[config.mk]
export PLATFORM = sky130hd
export DESIGN_NAME = hangman_guess_engine_flat
export DESIGN_NICKNAME = d
export VERILOG_FILES = /design/src/rtl/hangman_guess_engine_if.sv /design/src/rtl/hangman_guess_engine.sv /design/src/flat_wrapper.sv
export SDC_FILE = /design/constraint.sdc
export NUM_CORES = 1
export LEC_CHECK = 0
export ABC_AREA = 1
export CAP_MARGIN = 20
export CELL_PAD_IN_SITES_DETAIL_PLACEMENT = 1
export CELL_PAD_IN_SITES_GLOBAL_PLACEMENT = 2
export CORE_MARGIN = 2
export CORE_UTILIZATION = 25
export DETAILED_ROUTE_END_ITERATION = 7
export DONT_BUFFER_PORTS = 1
export PLACE_DENSITY_LB_ADDON = 0.1
export SYNTH_ARGS = -nofsm -noshare
export SYNTH_HDL_FRONTEND = slang
export SYNTH_SLANG_ARGS = --single-unit
[constraint.sdc]
create_clock -name clk -period 3.6 [get_ports clk]
set_clock_uncertainty 0.05 [all_clocks]
set_input_delay 0.9 -clock clk [delete_from_list [all_inputs] [get_ports clk]]
set_output_delay 0.9 -clock clk [all_outputs]
set_load 0.05 [all_outputs]
[src/rtl/hangman_guess_engine_if.sv]
// rtl/hangman_guess_engine_if.sv - game-control and display-status bundle for the hangman guess engine
interface hangman_guess_engine_if #(
    parameter int WORD_LEN = 5,
    parameter int LETTER_W = 5,
    parameter int MISS_W   = 3
);
    localparam int LEN_W = $clog2(WORD_LEN + 1);

    logic                         start;
    logic [WORD_LEN*LETTER_W-1:0] word;
    logic [LEN_W-1:0]             word_len;
    logic                         go;
    logic [LETTER_W-1:0]          guess;

    logic [WORD_LEN-1:0]          found;
    logic [25:0]                  guessed;
    logic [MISS_W-1:0]            misses;
    logic                         result_valid;
    logic                         last_hit;
    logic                         last_repeat;
    logic                         busy;
    logic                         win;
    logic                         lose;

    modport master (
        output start, word, word_len, go, guess,
        input  found, guessed, misses, result_valid, last_hit, last_repeat, busy, win, lose
    );

    modport slave (
        input  start, word, word_len, go, guess,
        output found, guessed, misses, result_valid, last_hit, last_repeat, busy, win, lose
    );
endinterface

[src/rtl/hangman_guess_engine.sv]
// rtl/hangman_guess_engine.sv - hangman guess evaluator: per-position scan, alphabet/miss tracking, win/lose
module hangman_guess_engine #(
    parameter int WORD_LEN   = 5,
    parameter int LETTER_W   = 5,
    parameter int MAX_MISSES = 6,
    parameter int MISS_W     = 3
) (
    input  logic                    clk,
    input  logic                    reset,
    hangman_guess_engine_if.slave   bus
);
    localparam int LEN_W = $clog2(WORD_LEN + 1);

    localparam logic [LEN_W-1:0]    WORD_LEN_C   = LEN_W'(WORD_LEN);
    localparam logic [LETTER_W-1:0] LETTER_LIM_C = LETTER_W'(26);
    localparam logic [MISS_W-1:0]   MISS_MAX_C   = MISS_W'(MAX_MISSES);

    typedef enum logic [2:0] {
        S_IDLE, S_READY, S_SCAN, S_RESULT, S_RELEASE, S_WIN, S_LOSE
    } state_t;

    state_t                       state;
    logic [WORD_LEN*LETTER_W-1:0] word_q;
    logic [LEN_W-1:0]             len_q;
    logic [LETTER_W-1:0]          guess_q;
    logic [LEN_W-1:0]             idx;
    logic                         hit_acc;
    logic                         rep;
    logic [WORD_LEN-1:0]          found_q;
    logic [25:0]                  guessed_q;
    logic [MISS_W-1:0]            misses_q;
    logic                         last_hit_q;
    logic                         last_repeat_q;

    logic [LETTER_W-1:0]          cur_letter;
    logic [WORD_LEN-1:0]          active_mask;
    logic [MISS_W-1:0]            misses_next;
    logic [LEN_W-1:0]             len_clamped;
    logic                         all_found;

    // Mux-style select keeps the scan index narrow instead of multiplying it up.
    always_comb begin
        cur_letter = '0;
        for (int i = 0; i < WORD_LEN; i++) begin
            if (idx == LEN_W'(i)) begin
                cur_letter = word_q[i*LETTER_W +: LETTER_W];
            end
        end
    end

    always_comb begin
        active_mask = '0;
        for (int i = 0; i < WORD_LEN; i++) begin
            active_mask[i] = (LEN_W'(i) < len_q);
        end
    end

    assign all_found   = ((found_q & active_mask) == active_mask);
    assign misses_next = (!hit_acc && !rep && (misses_q != MISS_MAX_C)) ? misses_q + MISS_W'(1) : misses_q;
    assign len_clamped = (bus.word_len > WORD_LEN_C) ? WORD_LEN_C : bus.word_len;

    always_ff @(posedge clk or posedge reset) begin
        if (reset) begin
            state         <= S_IDLE;
            word_q        <= '0;
            len_q         <= '0;
            guess_q       <= '0;
            idx           <= '0;
            hit_acc       <= 1'b0;
            rep           <= 1'b0;
            found_q       <= '0;
            guessed_q     <= '0;
            misses_q      <= '0;
            last_hit_q    <= 1'b0;
            last_repeat_q <= 1'b0;
        end else if (bus.start && (bus.word_len != '0)) begin
            // A new game always passes through S_RELEASE so a held go is not a guess.
            word_q        <= bus.word;
            len_q         <= len_clamped;
            found_q       <= '0;
            guessed_q     <= '0;
            misses_q      <= '0;
            last_hit_q    <= 1'b0;
            last_repeat_q <= 1'b0;
            state         <= S_RELEASE;
        end else begin
            case (state)
                S_READY: begin
                    if (bus.go) begin
                        guess_q <= bus.guess;
                        if (bus.guess >= LETTER_LIM_C) begin
                            state <= S_RELEASE;
                        end else if (guessed_q[bus.guess]) begin
                            hit_acc <= 1'b0;
                            rep     <= 1'b1;
                            state   <= S_RESULT;
                        end else begin
                            idx     <= '0;
                            hit_acc <= 1'b0;
                            rep     <= 1'b0;
                            state   <= S_SCAN;
                        end
                    end
                end
                S_SCAN: begin
                    if (cur_letter == guess_q) begin
                        found_q[idx] <= 1'b1;
                        hit_acc      <= 1'b1;
                    end
                    if (idx == len_q - LEN_W'(1)) begin
                        state <= S_RESULT;
                    end else begin
                        idx <= idx + LEN_W'(1);
                    end
                end
                S_RESULT: begin
                    last_hit_q         <= hit_acc;
                    last_repeat_q      <= rep;
                    guessed_q[guess_q] <= 1'b1;
                    misses_q           <= misses_next;
                    if (all_found) begin
                        state <= S_WIN;
                    end else if (misses_next == MISS_MAX_C) begin
                        state <= S_LOSE;
                    end else begin
                        state <= S_RELEASE;
                    end
                end
                S_RELEASE: begin
                    if (!bus.go) begin
                        state <= S_READY;
                    end
                end
                default: begin
                    // S_IDLE, S_WIN and S_LOSE are left only by start or reset.
                end
            endcase
        end
    end

    assign bus.found        = found_q;
    assign bus.guessed      = guessed_q;
    assign bus.misses       = misses_q;
    assign bus.last_hit     = last_hit_q;
    assign bus.last_repeat  = last_repeat_q;
    assign bus.result_valid = (state == S_RESULT);
    assign bus.busy         = (state == S_SCAN) || (state == S_RESULT);
    assign bus.win          = (state == S_WIN);
    assign bus.lose         = (state == S_LOSE);
endmodule

[src/flat_wrapper.sv]
// flat-port wrapper written by rule: the top's interface ports become plain ports
module hangman_guess_engine_flat 
#(
    parameter int WORD_LEN   = 5,
    parameter int LETTER_W   = 5,
    parameter int MAX_MISSES = 6,
    parameter int MISS_W     = 3
)
  (clk, reset, bus_start, bus_word, bus_word_len, bus_go, bus_guess, bus_found, bus_guessed, bus_misses, bus_result_valid, bus_last_hit, bus_last_repeat, bus_busy, bus_win, bus_lose);
  hangman_guess_engine_if #(.WORD_LEN(WORD_LEN), .LETTER_W(LETTER_W), .MISS_W(MISS_W)) bus_i ();
  input  logic clk;
  input  logic reset;
  input wire logic [$bits(bus_i.start)-1:0] bus_start;
  input wire logic [$bits(bus_i.word)-1:0] bus_word;
  input wire logic [$bits(bus_i.word_len)-1:0] bus_word_len;
  input wire logic [$bits(bus_i.go)-1:0] bus_go;
  input wire logic [$bits(bus_i.guess)-1:0] bus_guess;
  output wire logic [$bits(bus_i.found)-1:0] bus_found;
  output wire logic [$bits(bus_i.guessed)-1:0] bus_guessed;
  output wire logic [$bits(bus_i.misses)-1:0] bus_misses;
  output wire logic [$bits(bus_i.result_valid)-1:0] bus_result_valid;
  output wire logic [$bits(bus_i.last_hit)-1:0] bus_last_hit;
  output wire logic [$bits(bus_i.last_repeat)-1:0] bus_last_repeat;
  output wire logic [$bits(bus_i.busy)-1:0] bus_busy;
  output wire logic [$bits(bus_i.win)-1:0] bus_win;
  output wire logic [$bits(bus_i.lose)-1:0] bus_lose;
  assign bus_i.start = bus_start;
  assign bus_i.word = bus_word;
  assign bus_i.word_len = bus_word_len;
  assign bus_i.go = bus_go;
  assign bus_i.guess = bus_guess;
  assign bus_found = bus_i.found;
  assign bus_guessed = bus_i.guessed;
  assign bus_misses = bus_i.misses;
  assign bus_result_valid = bus_i.result_valid;
  assign bus_last_hit = bus_i.last_hit;
  assign bus_last_repeat = bus_i.last_repeat;
  assign bus_busy = bus_i.busy;
  assign bus_win = bus_i.win;
  assign bus_lose = bus_i.lose;
  hangman_guess_engine #(.WORD_LEN(WORD_LEN), .LETTER_W(LETTER_W), .MAX_MISSES(MAX_MISSES), .MISS_W(MISS_W)) u_core (.clk(clk), .reset(reset), .bus(bus_i));
endmodule
==> results.txt, run 1 <==
The flow ran to the end, and the final reports show no timing, DRC or antenna violations. Synthesis produced 557 cells. The post-synthesis register bit count came out at 77. Clock-pin slew was measured on the worst setup and hold paths at 0.06 ns. The run gives 0 ns as the setup TNS after final layout. The power per standard cell area works out to 723 nW/um2. Data on the critical path is required at its endpoint by 2.65 ns.

For the final core utilization, the log shows 0.295. The smallest clock period supported by the final layout is computed as 2.53 ns. For the count of pins on the block boundary, the log shows 77. For the final count of hold timing violations, the log shows 0. The clock passes through at most 2 buffers. For this run the aggregate overflow at the end of global routing stands at 0. Counting instances in the post-synthesis netlist gives the leading cell types as 173 x sky130_fd_sc_hd__nand2_1, 77 x sky130_fd_sc_hd__dfrtp_1, 70 x sky130_fd_sc_hd__inv_1, 42 x sky130_fd_sc_hd__a21oi_1, 41 x sky130_fd_sc_hd__nor2_1.

The tools report the pin count of the biggest net entering global routing as 66. The largest fanout on the critical path was 5; the number of distinct library cells after synthesis was 36. The die covers 17900 um2. Using the TritonRoute via totals, the vias-per-cell ratio works out to 4.57. The via count of the first global-routing pass was 3981. The tree is rooted in a sky130_fd_sc_hd__clkbuf_16.

The combined global-route utilization of all metal layers was 0.156; the routed wire length was 13000 um. Top flip-flop cell by instance count after synthesis: sky130_fd_sc_hd__dfrtp_1. The global routing usage on met1 came out at 0.208. Setup repair after global routing left no endpoint under its margin. The floorplan step defined a core boundary enclosing 16500 um2.

The share of the clock period used by the worst path after layout came out at 0.704. The number of gates given a new drive strength after cts was 0; the cell area after synthesis was 4200 um2. At the later pin of the worst-skew pair, clock insertion delay measures 0.34 ns.

0 antenna diodes ended up in the layout. The maximum clock frequency was 0.394 GHz. Data on the critical path arrives at its endpoint at 1.58 ns. The proportion of netlist area held by the largest area contributor is 0.459, and the post-detailed-route count of antenna-violating nets is 0.

The worst setup path is of the reg2out kind. The worst stage delay on the critical path was 0.71 ns; the number of core rows was 47. The number of H-tree branching levels was 3. Worst-margin pin slew: 0.845 ns. Number of cells in the finished layout apart from fillers: 784.

The global-route layer with the greatest usage is met2. Hold repair after CTS inserted 0 buffers. Dividing the detail-routed wire length by the instance count gives 16.6 um. In the routed design, unresolved DRC markers number 0. Detailed placement finished with a half-perimeter wire length of 9580 um. The net count of the finished layout is 605.

Setup violations remaining at the end of the flow were counted as 0. STA classifies the critical path startpoint as a flip-flop. CTS saw 77 sinks. Fraction of final layout cells with drive strength greater than 1: 0.0851. In the post-synthesis netlist, the cell with the most instances is sky130_fd_sc_hd__nand2_1.

The synthesis-to-finish area growth came out at 16.1%. Detailed routing inserted a total of 3581 vias. The largest total area in the synthesized netlist belongs to sky130_fd_sc_hd__dfrtp_1. The tools report the routability congestion estimate from global placement as 0.735. By area the synthesized netlist is led by sky130_fd_sc_hd__dfrtp_1 46%, sky130_fd_sc_hd__nand2_1 15%, sky130_fd_sc_hd__inv_1 6.3%, sky130_fd_sc_hd__a21oi_1 5.0%, sky130_fd_sc_hd__o21ai_0 4.3%. Dividing the synthesized area by the synthesized cell count gives 7.54 um2. Hold is met by 0.345 ns.

The tools report the total of warnings raised by yosys as 0. The die is 134 um tall. The first global-routing pass estimated 21600 um of wire.

The met3 track demand over resource was 0.0350; the max capacitance violation total was 0. The final count of pins violating max slew came out at 0. The first routing iteration left 132 violations. TritonCTS built the clock tree.

The signal on the critical path passes through inv_1 > nor3_2. The sequential element share of the synthesized area came out at 0.459. The tools report the number of placed cells counting well taps as 768.

The worst relative slew slack was 0.434. In this run, synthesis inferred 0 flip-flops with an integrated enable. The number of antenna violations at the first check in global routing was 0.

The share of flip-flops with an asynchronous set or reset after synthesis was 1.00. The number of buffers inserted during clock tree synthesis was 9. The path type of the worst min-delay path is in2async.

STA classifies the critical path endpoint as an output pin. The net count after synthesis came out at 603. Critical path's slowest cell: sky130_fd_sc_hd__nor3_2. Buffers placed on the I/O ports in this run total 0. Once the clock tree was built, the setup fixing pass inserted 0 buffers. Across the VDD grid, the largest voltage drop is 0.000227 V.

Before antenna repair, the detailed router went through 4 iterations. The logs give 2.36 nW for the leakage dissipation and 0.254 for the initial cell density of the core. The die is 134 um wide.

The met2 usage in global routing is 0.244.
logic make-up (layout without fill, tap and decap cells):
kind of cell	Yosys count	count (layout)	synth area share
xor gates and xnor gates	5	5	0.0104
adders and majority gates	9	9	0.0268
and+or+nand+nor	281	281	0.295
DFF	77	77	0.459
buffers and inverters	89	96	0.0837
AOI/OAI and AO/OA	96	96	0.125
cell type report:
cell class                 count  area, um2
fill                        2030      11600
multi-input combinational    391       1950
sequential                    77       1930
inverter                      74        284
tap                          220        275
clock buffer                  10        239
clock inverter                 6        158
timing repair buffer           6       45.0
per-layer routing:
layer	share of wire	routed length, um
met5	0	0
met4	0.018	233
met3	0.040	519
met2	0.45	5890
met1	0.49	6340
cell usage in the layout, fill, tap and decap left out, types with 6 or more instances in the layout:
master / instances
sky130_fd_sc_hd__buf_4: 6
sky130_fd_sc_hd__clkbuf_16: 9
sky130_fd_sc_hd__nor3_1: 10
sky130_fd_sc_hd__nand3_1: 32
sky130_fd_sc_hd__nand2_1: 173
sky130_fd_sc_hd__dfrtp_1: 77
sky130_fd_sc_hd__a21oi_1: 42
sky130_fd_sc_hd__o21ai_0: 36
sky130_fd_sc_hd__inv_1: 69
sky130_fd_sc_hd__ha_1: 9
sky130_fd_sc_hd__nor2_1: 41
sequential cells by signal (all words and copies together) (netlist names):
register,cells
u_core.bus.guessed,26
u_core.word_q,25
u_core.bus.found,5
u_core.guess_q,5
u_core.bus.misses,3
u_core.idx,3
u_core.len_q,3
u_core.state,3
u_core.bus.last_hit,1
u_core.bus.last_repeat,1
u_core.hit_acc,1
u_core.rep,1
critical path, delay by kind of cell, from the launching register on:
family | cells | cell delay [ns]
simple gates | 1 | 0.71
buf+inv | 1 | 0.14
flops | 1 | 0.39
through the flow:
step                instance area, um2  setup slack, ns  power, mW
global placement                  4480             1.14       2.32
finish                            4880             1.07       3.52
global route                      4880            0.909       3.80
floorplan                         4200            0.683       2.01
CTS                               4880             1.05       3.59
detailed placement                4480             1.07       2.33
final timing paths:
kind                       depth (start not counted)         startpoint  slack (ns)                endpoint
max in group asynchronous                          2              reset        2.40       u_core.word_q[21]
hold / removal                                     1              reset        0.35  u_core.bus.last_repeat
setup reg to reg                                  15      u_core.idx[0]        1.17     u_core.bus.found[1]
min in group clk                                   2  u_core.word_q[23]        0.42       u_core.word_q[23]
hold reg to reg                                    2  u_core.word_q[23]        0.42       u_core.word_q[23]
setup / recovery                                   2    u_core.state[1]        1.07                bus_lose
where the power goes:
part / internal (mW) / switching [mW]
logic: 0.344 / 0.807
registers: 0.973 / 0.172
clock network: 0.837 / 0.390
total: 2.15 / 1.37
(Power assumes the default switching activity.)
==> run 2: changes to the inputs <==
==> constraint.sdc (replaced) <==
create_clock -name clk -period 2.3 [get_ports clk]
set_clock_uncertainty 0.05 [all_clocks]
set_input_delay 0.575 -clock clk [delete_from_list [all_inputs] [get_ports clk]]
set_output_delay 0.575 -clock clk [all_outputs]
set_load 0.05 [all_outputs]
==> results.txt, run 2 (same netlist as run 1, synthesis figures left out) <==
The cell area after layout came out at 5160 um2 (+5.7%). The critical path's slowest cell was sky130_fd_sc_hd__dfrtp_1. The mean routed wirelength per cell works out to 15.9 um (-4.0%). Number of core rows: 47 (unchanged). The floorplan die width is 134 um (unchanged), and the maximum clock frequency is 0.471 GHz.

Met3 track demand over resource: 0.0327 (-0.00228). The final count of pins violating max slew was 0 (unchanged). Height of the chip: 134 um (unchanged). The root buffer cell chosen for the clock tree is sky130_fd_sc_hd__clkbuf_16. The clock latency reported for the late side of the worst-skew pair came out at 0.35 ns (about the same). The worst-margin pin slew came out at 0.623 ns (-0.222 ns).

The synthesis-to-finish area growth works out to 22.7%. The arrival time reported for the critical path endpoint is 1.50 ns (-0.08 ns). The number of flip-flops in the largest register works out to 26 (unchanged).

The flow ran to the end, and the final reports show no timing, DRC or antenna violations. The run gives 0.746 (+1.5%) as the routability congestion estimate from global placement. The global routing usage on met1 was 0.214 (+0.00621).

For the placement-stage cell area, the log shows 4720 um2 (+5.4%). The leakage dissipation was 2.52 nW (+6.8%). The source of the worst register-to-register timing path is u_core.idx[0].

The logs give 640 (+5.8%) for the layout net count and 13000 um (+0.33%) for the routed wire length. The detailed-router iteration count before antenna repair came out at 4 (unchanged). The data required time at the worst endpoint came out at 1.67 ns (-0.98 ns). The source of the critical timing path is u_core.state[0]. STA classifies the critical path endpoint as an output pin. Final period demand of the worst path: 2.12 ns. TritonCTS built the clock tree.

The worst stage delay on the critical path works out to 0.44 ns (-0.27 ns). The part of the power in the clock network was 0.297 (-0.051); the number of antenna violations at the first check in global routing was 0 (unchanged). The run gives 16500 um2 (unchanged) as the core area. The run gives 0.0403 ns (-0.305 ns) as the tightest hold margin.

Count of input and output buffers: 0 (unchanged). For the total number of vias, the log shows 3717 (+3.8%). The largest fanout on the critical path came out at 5 (unchanged). The post-layout worst setup margin was 0.176 ns (-0.889 ns); the max capacitance violation total was 0 (unchanged). Count of pins on the block boundary: 77 (unchanged). The final count of hold timing violations is 0 (unchanged), and the TritonCTS sink count is 77 (unchanged). For the detailed router's first-iteration violation count, the log shows 137 (+3.8%). Combined global-route utilization of all metal layers: 0.158 (+0.00247). The number of DRC violations after detailed routing was 0 (unchanged). Type of element launching the critical path: a flip-flop. The share of the clock period used by the worst path after layout was 0.923. Post-detailed-route count of antenna-violating nets: 0 (unchanged). Path type of the worst min-delay path: in2async.

Fraction of final layout cells with drive strength greater than 1: 0.169 (+0.0835). The power per standard cell area was 1050 nW/um2 (+46%); the maximum buffer depth of the clock tree was 2 (unchanged). The tools report the via count of the first global-routing pass as 4081 (+2.5%).

The tools report the met2 usage in global routing as 0.246 (+0.00200). The switching power was 2.21 mW (+62%); the full die area was 17900 um2 (unchanged). The layer flagged by global routing as most heavily used is met2. The tools report the final setup violation count as 0 (unchanged). The critical setup path kind is reg2out. For the worst-case setup slack after placement, the log shows 0.0411 ns (-1.03 ns).

The number of H-tree branching levels was 3 (unchanged). The number of vias per cell after detailed routing is 4.54 (-0.64%), and the wire length of the first global-routing pass is 21800 um (+0.96%). The internal power of the cells is 3.23 mW (+50%).

The antenna cell count is 0 (unchanged), and the share of total power consumed by net switching is 0.407 (+0.0180). Walking the worst path, the cells encountered are inv_2 > nor3_4 > buf_4. The sequential cell fraction of total power came out at 0.324 (about the same). The library cells used most frequently in the layout, excluding fill and tap cells, are 169 x sky130_fd_sc_hd__nand2_1, 76 x sky130_fd_sc_hd__dfrtp_1, 66 x sky130_fd_sc_hd__inv_1.

For the worst relative slew slack, the log shows 0.585 (+0.151). For the worst supply voltage drop on vdd, the log shows 0.000371 V (+63%). For the total grt overflow, the log shows 0 (unchanged). Leaving out fill and tap cells, the most frequent cell in the layout is sky130_fd_sc_hd__nand2_1. The part of the power in combinational logic is 0.379 (+0.052).

The run gives 9 (unchanged) as the number of buffers inserted during clock tree synthesis. Pin count of the biggest net entering global routing: 36 (-45%). The clock-pin slew reported for the worst setup and hold paths after clock tree synthesis was 0.06 ns (about the same); the sum of net half-perimeters after detailed placement was 9950 um (+3.9%).

The logs give 0 (unchanged) for the count of hold-fix buffers inserted at cts and 5.44 mW (+54%) for the total power. The setup TNS after final layout is 0 ns (unchanged), and the initial cell density of the core is 0.254 (unchanged).
==> run 2: changes by cell type in the layout (fill, tap and decap cells not counted), moves of 3 or more <==
cell                        before  now
sky130_fd_sc_hd__ha_1            9    5
sky130_fd_sc_hd__bufinv_16       5    2
sky130_fd_sc_hd__ha_4            0    3
sky130_fd_sc_hd__inv_1          69   66
sky130_fd_sc_hd__nand2_2         1    5
sky130_fd_sc_hd__buf_4           6   41
sky130_fd_sc_hd__nand2_1       173  169
==> run 2: metrics by stage <==
stage,instances,util
6_report,819,0.312
5_1_grt,819,0.312
4_1_cts,816,0.306
3_5_place_dp,800,0.286
3_3_place_gp,800,0.286
2_1_floorplan,557,-
==> run 2: final timing paths <==
check | to | slack (ns) | depth (start not counted)
setup / recovery | bus_result_valid | 0.18 | 3
hold / removal | u_core.bus.guessed[12] | 0.04 | 1
setup reg to reg | u_core.hit_acc | 0.19 | 14
hold reg to reg | u_core.word_q[8] | 0.42 | 2
max in group asynchronous | u_core.word_q[11] | 1.49 | 2
min in group clk | u_core.word_q[17] | 0.29 | 2
==> run 2: metal layers <==
layer  part of all wire  vias up  routed length, um
met5                  0        -                  0
met4              0.019        0                249
met3              0.038       12                498
met2               0.45       57               5920
met1               0.49     1791               6360
li1                   -     1857                  -
==> run 2: critical path: cells and delay by family, from the launching register on <==
| kind | cells | cell delay (ns) |
|---|---|---|
| buffers and inverters | 2 | 0.36 |
| and+or+nand+nor | 1 | 0.34 |
| DFF | 1 | 0.44 |
==> run 2: power groups by stage <==
stage	clock network [mW]	registers, mW	logic, mW
2_1_floorplan	0	1.75	1.40
3_3_place_gp	0	1.78	1.91
3_5_place_dp	0	1.78	1.93
4_1_cts	1.68	1.76	1.93
5_1_grt	1.75	1.79	2.38
6_report	1.62	1.76	2.06
==> run 2: area by class of cell <==
cell class,instances,area (um2)
Multi-Input combinational cell,391,2020
Timing Repair Buffer,41,308
Clock buffer,11,253
Tap cell,220,275
Sequential cell,77,1930
Clock inverter,5,82.6
Inverter,74,289
Fill cell,2018,11400
==> run 2: repair_timing <==
item                       4_1_cts  5_1_grt
buffers inserted                 0        3
hold endpoints to repair         0        0
setup endpoints to repair        0        6
gates resized for setup          0       22
==> run 3: changes to the inputs <==
--- a/config.mk
+++ b/config.mk
@@ -13,6 +13,7 @@
 export CORE_UTILIZATION = 25
 export DETAILED_ROUTE_END_ITERATION = 7
 export DONT_BUFFER_PORTS = 1
+export HOLD_SLACK_MARGIN = 0.15
 export PLACE_DENSITY_LB_ADDON = 0.1
 export SYNTH_ARGS = -nofsm -noshare
 export SYNTH_HDL_FRONTEND = slang
==> results.txt, run 3 (same netlist as run 1, synthesis figures left out) <==
The post-detailed-route count of antenna-violating nets is 0 (unchanged). The number of cells in the finished layout apart from fillers was 820 (+0.12%). The tools report the detailed-router iteration count before antenna repair as 4 (unchanged).

The leakage dissipation is 2.53 nW (+0.17%), and the tightest hold margin is 0.294 ns (+0.254 ns). The detailed router's first-iteration violation count was 138 (+0.73%). The cell sitting at the root of the clock tree is a sky130_fd_sc_hd__clkbuf_16. Max capacitance violation total: 0 (unchanged). Number of DRC violations after detailed routing: 0 (unchanged). TritonCTS built the clock tree.

The TritonCTS sink count came out at 77 (unchanged). The full die area is 17900 um2 (unchanged). Final setup violation count: 0 (unchanged). The top cell types in the final layout, fill and taps aside, are 169 x sky130_fd_sc_hd__nand2_1, 76 x sky130_fd_sc_hd__dfrtp_1, 66 x sky130_fd_sc_hd__inv_1. The tools report the number of core rows as 47 (unchanged). The sum of net half-perimeters after detailed placement is 9950 um (unchanged). The logs give 641 (+0.16%) for the layout net count and 800 (unchanged) for the number of placed cells counting well taps. The path type of the worst min-delay path was in2reg. The number of flip-flops in the largest register is 26 (unchanged), and the synthesis-to-finish area growth is 23.0%. The height of the chip was 134 um (unchanged).

Setup TNS after final layout: 0 ns (unchanged). The power per standard cell area is 1050 nW/um2 (-0.14%). Worst-margin pin slew: 0.607 ns (-0.0155 ns).

The clock latency reported for the late side of the worst-skew pair was 0.35 ns (about the same); the maximum buffer depth of the clock tree was 2 (unchanged). The run gives 0.746 (unchanged) as the routability congestion estimate from global placement. The commonest non-fill, non-tap cell in the layout was sky130_fd_sc_hd__nand2_1.

The initial cell density of the core is 0.254 (unchanged), and the core area is 16500 um2 (unchanged). The tools report the critical path endpoint category as an output pin. The clock-pin slew reported for the worst setup and hold paths after clock tree synthesis is 0.06 ns (about the same), and the mean routed wirelength per cell is 15.9 um (-0.12%).

The tools report the final count of pins violating max slew as 0 (unchanged). The share of the clock period used by the worst path after layout came out at 0.924 (about the same). The worst supply voltage drop on vdd came out at 0.000371 V (about the same). The largest fanout on the critical path was 5 (unchanged). The combined global-route utilization of all metal layers came out at 0.158 (unchanged). The data required time at the worst endpoint came out at 1.67 ns (about the same). The tools report the maximum clock frequency as 0.471 GHz (about the same).

The final core utilization was 0.313 (+0.000606); the routed wire length was 13000 um (unchanged). The count of input and output buffers works out to 0 (unchanged). STA classifies the critical path startpoint as a flip-flop. The final period demand of the worst path came out at 2.12 ns (+0.000377 ns). The floorplan die width was 134 um (unchanged); the number of antenna violations at the first check in global routing was 0 (unchanged). Count of pins on the block boundary: 77 (unchanged). The total grt overflow is 0 (unchanged). For the arrival time reported for the critical path endpoint, the log shows 1.50 ns (about the same).

The total number of vias is 3719 (+0.054%), and the number of vias per cell after detailed routing is 4.54 (about the same). The tools report the number of buffers inserted during clock tree synthesis as 9 (unchanged). The run gives 3 (unchanged) as the number of H-tree branching levels. The run gives 2017 (-0.050%) as the total of fill cells in the finished design. The run finished with clean final reports. The total power is 5.44 mW (about the same).

The fraction of final layout cells with drive strength greater than 1 came out at 0.168 (-0.000281). By startpoint and endpoint, the worst setup path is classified as reg2out. The logs give 36 (unchanged) for the pin count of the biggest net entering global routing and 0 (unchanged) for the antenna cell count. The wire length of the first global-routing pass was 21800 um (unchanged). The via count of the first global-routing pass was 4081 (unchanged); the final count of hold timing violations was 0 (unchanged).

The worst relative slew slack was 0.595 (+0.0103).
[run 3: cell types whose count changed in the layout (fill, tap and decap cells not counted), sizes merged]
| cell | previous run | this run |
|---|---|---|
| dlygate4sd3 | 0 | 1 |
[run 3: what timing repair did]
| item | 4_1_cts | 5_1_grt |
|---|---|---|
| endpoints found under the setup margin | 0 | 6 |
| hold buffers | 1 | 0 |
| gates resized for setup | 0 | 22 |
| endpoints found under the hold margin | 15 | 0 |
| buffers inserted | 0 | 3 |
[run 3: worst max-delay path: stages, from the launching register on]
cell and delay [ns]:
sky130_fd_sc_hd__dfrtp_1 0.44, sky130_fd_sc_hd__inv_2 0.09, sky130_fd_sc_hd__nor3_4 0.34, sky130_fd_sc_hd__buf_4 0.27
[run 3: worst paths after layout]
check	from	end	slack, ns	cells after the start
worst min-delay path	bus_word[17]	u_core.word_q[17]	0.29	2
worst max register to register	u_core.idx[0]	u_core.hit_acc	0.18	14
worst min register to register	u_core.word_q[8]	u_core.word_q[8]	0.42	2
min in group asynchronous	reset	u_core.bus.guessed[12]	0.65	2
max in group asynchronous	reset	u_core.word_q[11]	0.87	3
worst max-delay path	u_core.state[0]	bus_result_valid	0.18	3
[run 3: area by class of cell]
class	instances	area, um2	area share
tap	220	275	0.0533
clock buffer	11	253	0.0489
timing repair buffer	42	318	0.0615
multi-input combinational	391	2020	0.391
clock inverter	5	82.6	0.0160
inverter	74	289	0.0559
sequential	77	1930	0.373
[run 3: routing by layer]
metal / wire, um / GRT usage / vias up
met4: 249 / 0.0656 / 0
li1: - / - / 1860
met2: 5920 / 0.246 / 59
met5: 0 / 0 / -
met1: 6330 / 0.214 / 1788
met3: 529 / 0.0327 / 12
[run 3: stage by stage]
| stage | instance area, um2 | worst slack (ns) |
|---|---|---|
| floorplan | 4210 | 0.00226 |
| global placement | 4720 | 0.0801 |
| detailed placement | 4720 | 0.0411 |
| CTS | 5070 | 0.00176 |
| global route | 5170 | -0.00989 |
| finish | 5170 | 0.176 |
[run 3: power breakdown]
part / switching (mW) / internal (mW)
Sequential: 0.234 / 1.53
Combinational: 1.37 / 0.692
Clock: 0.606 / 1.01
Total: 2.21 / 3.23
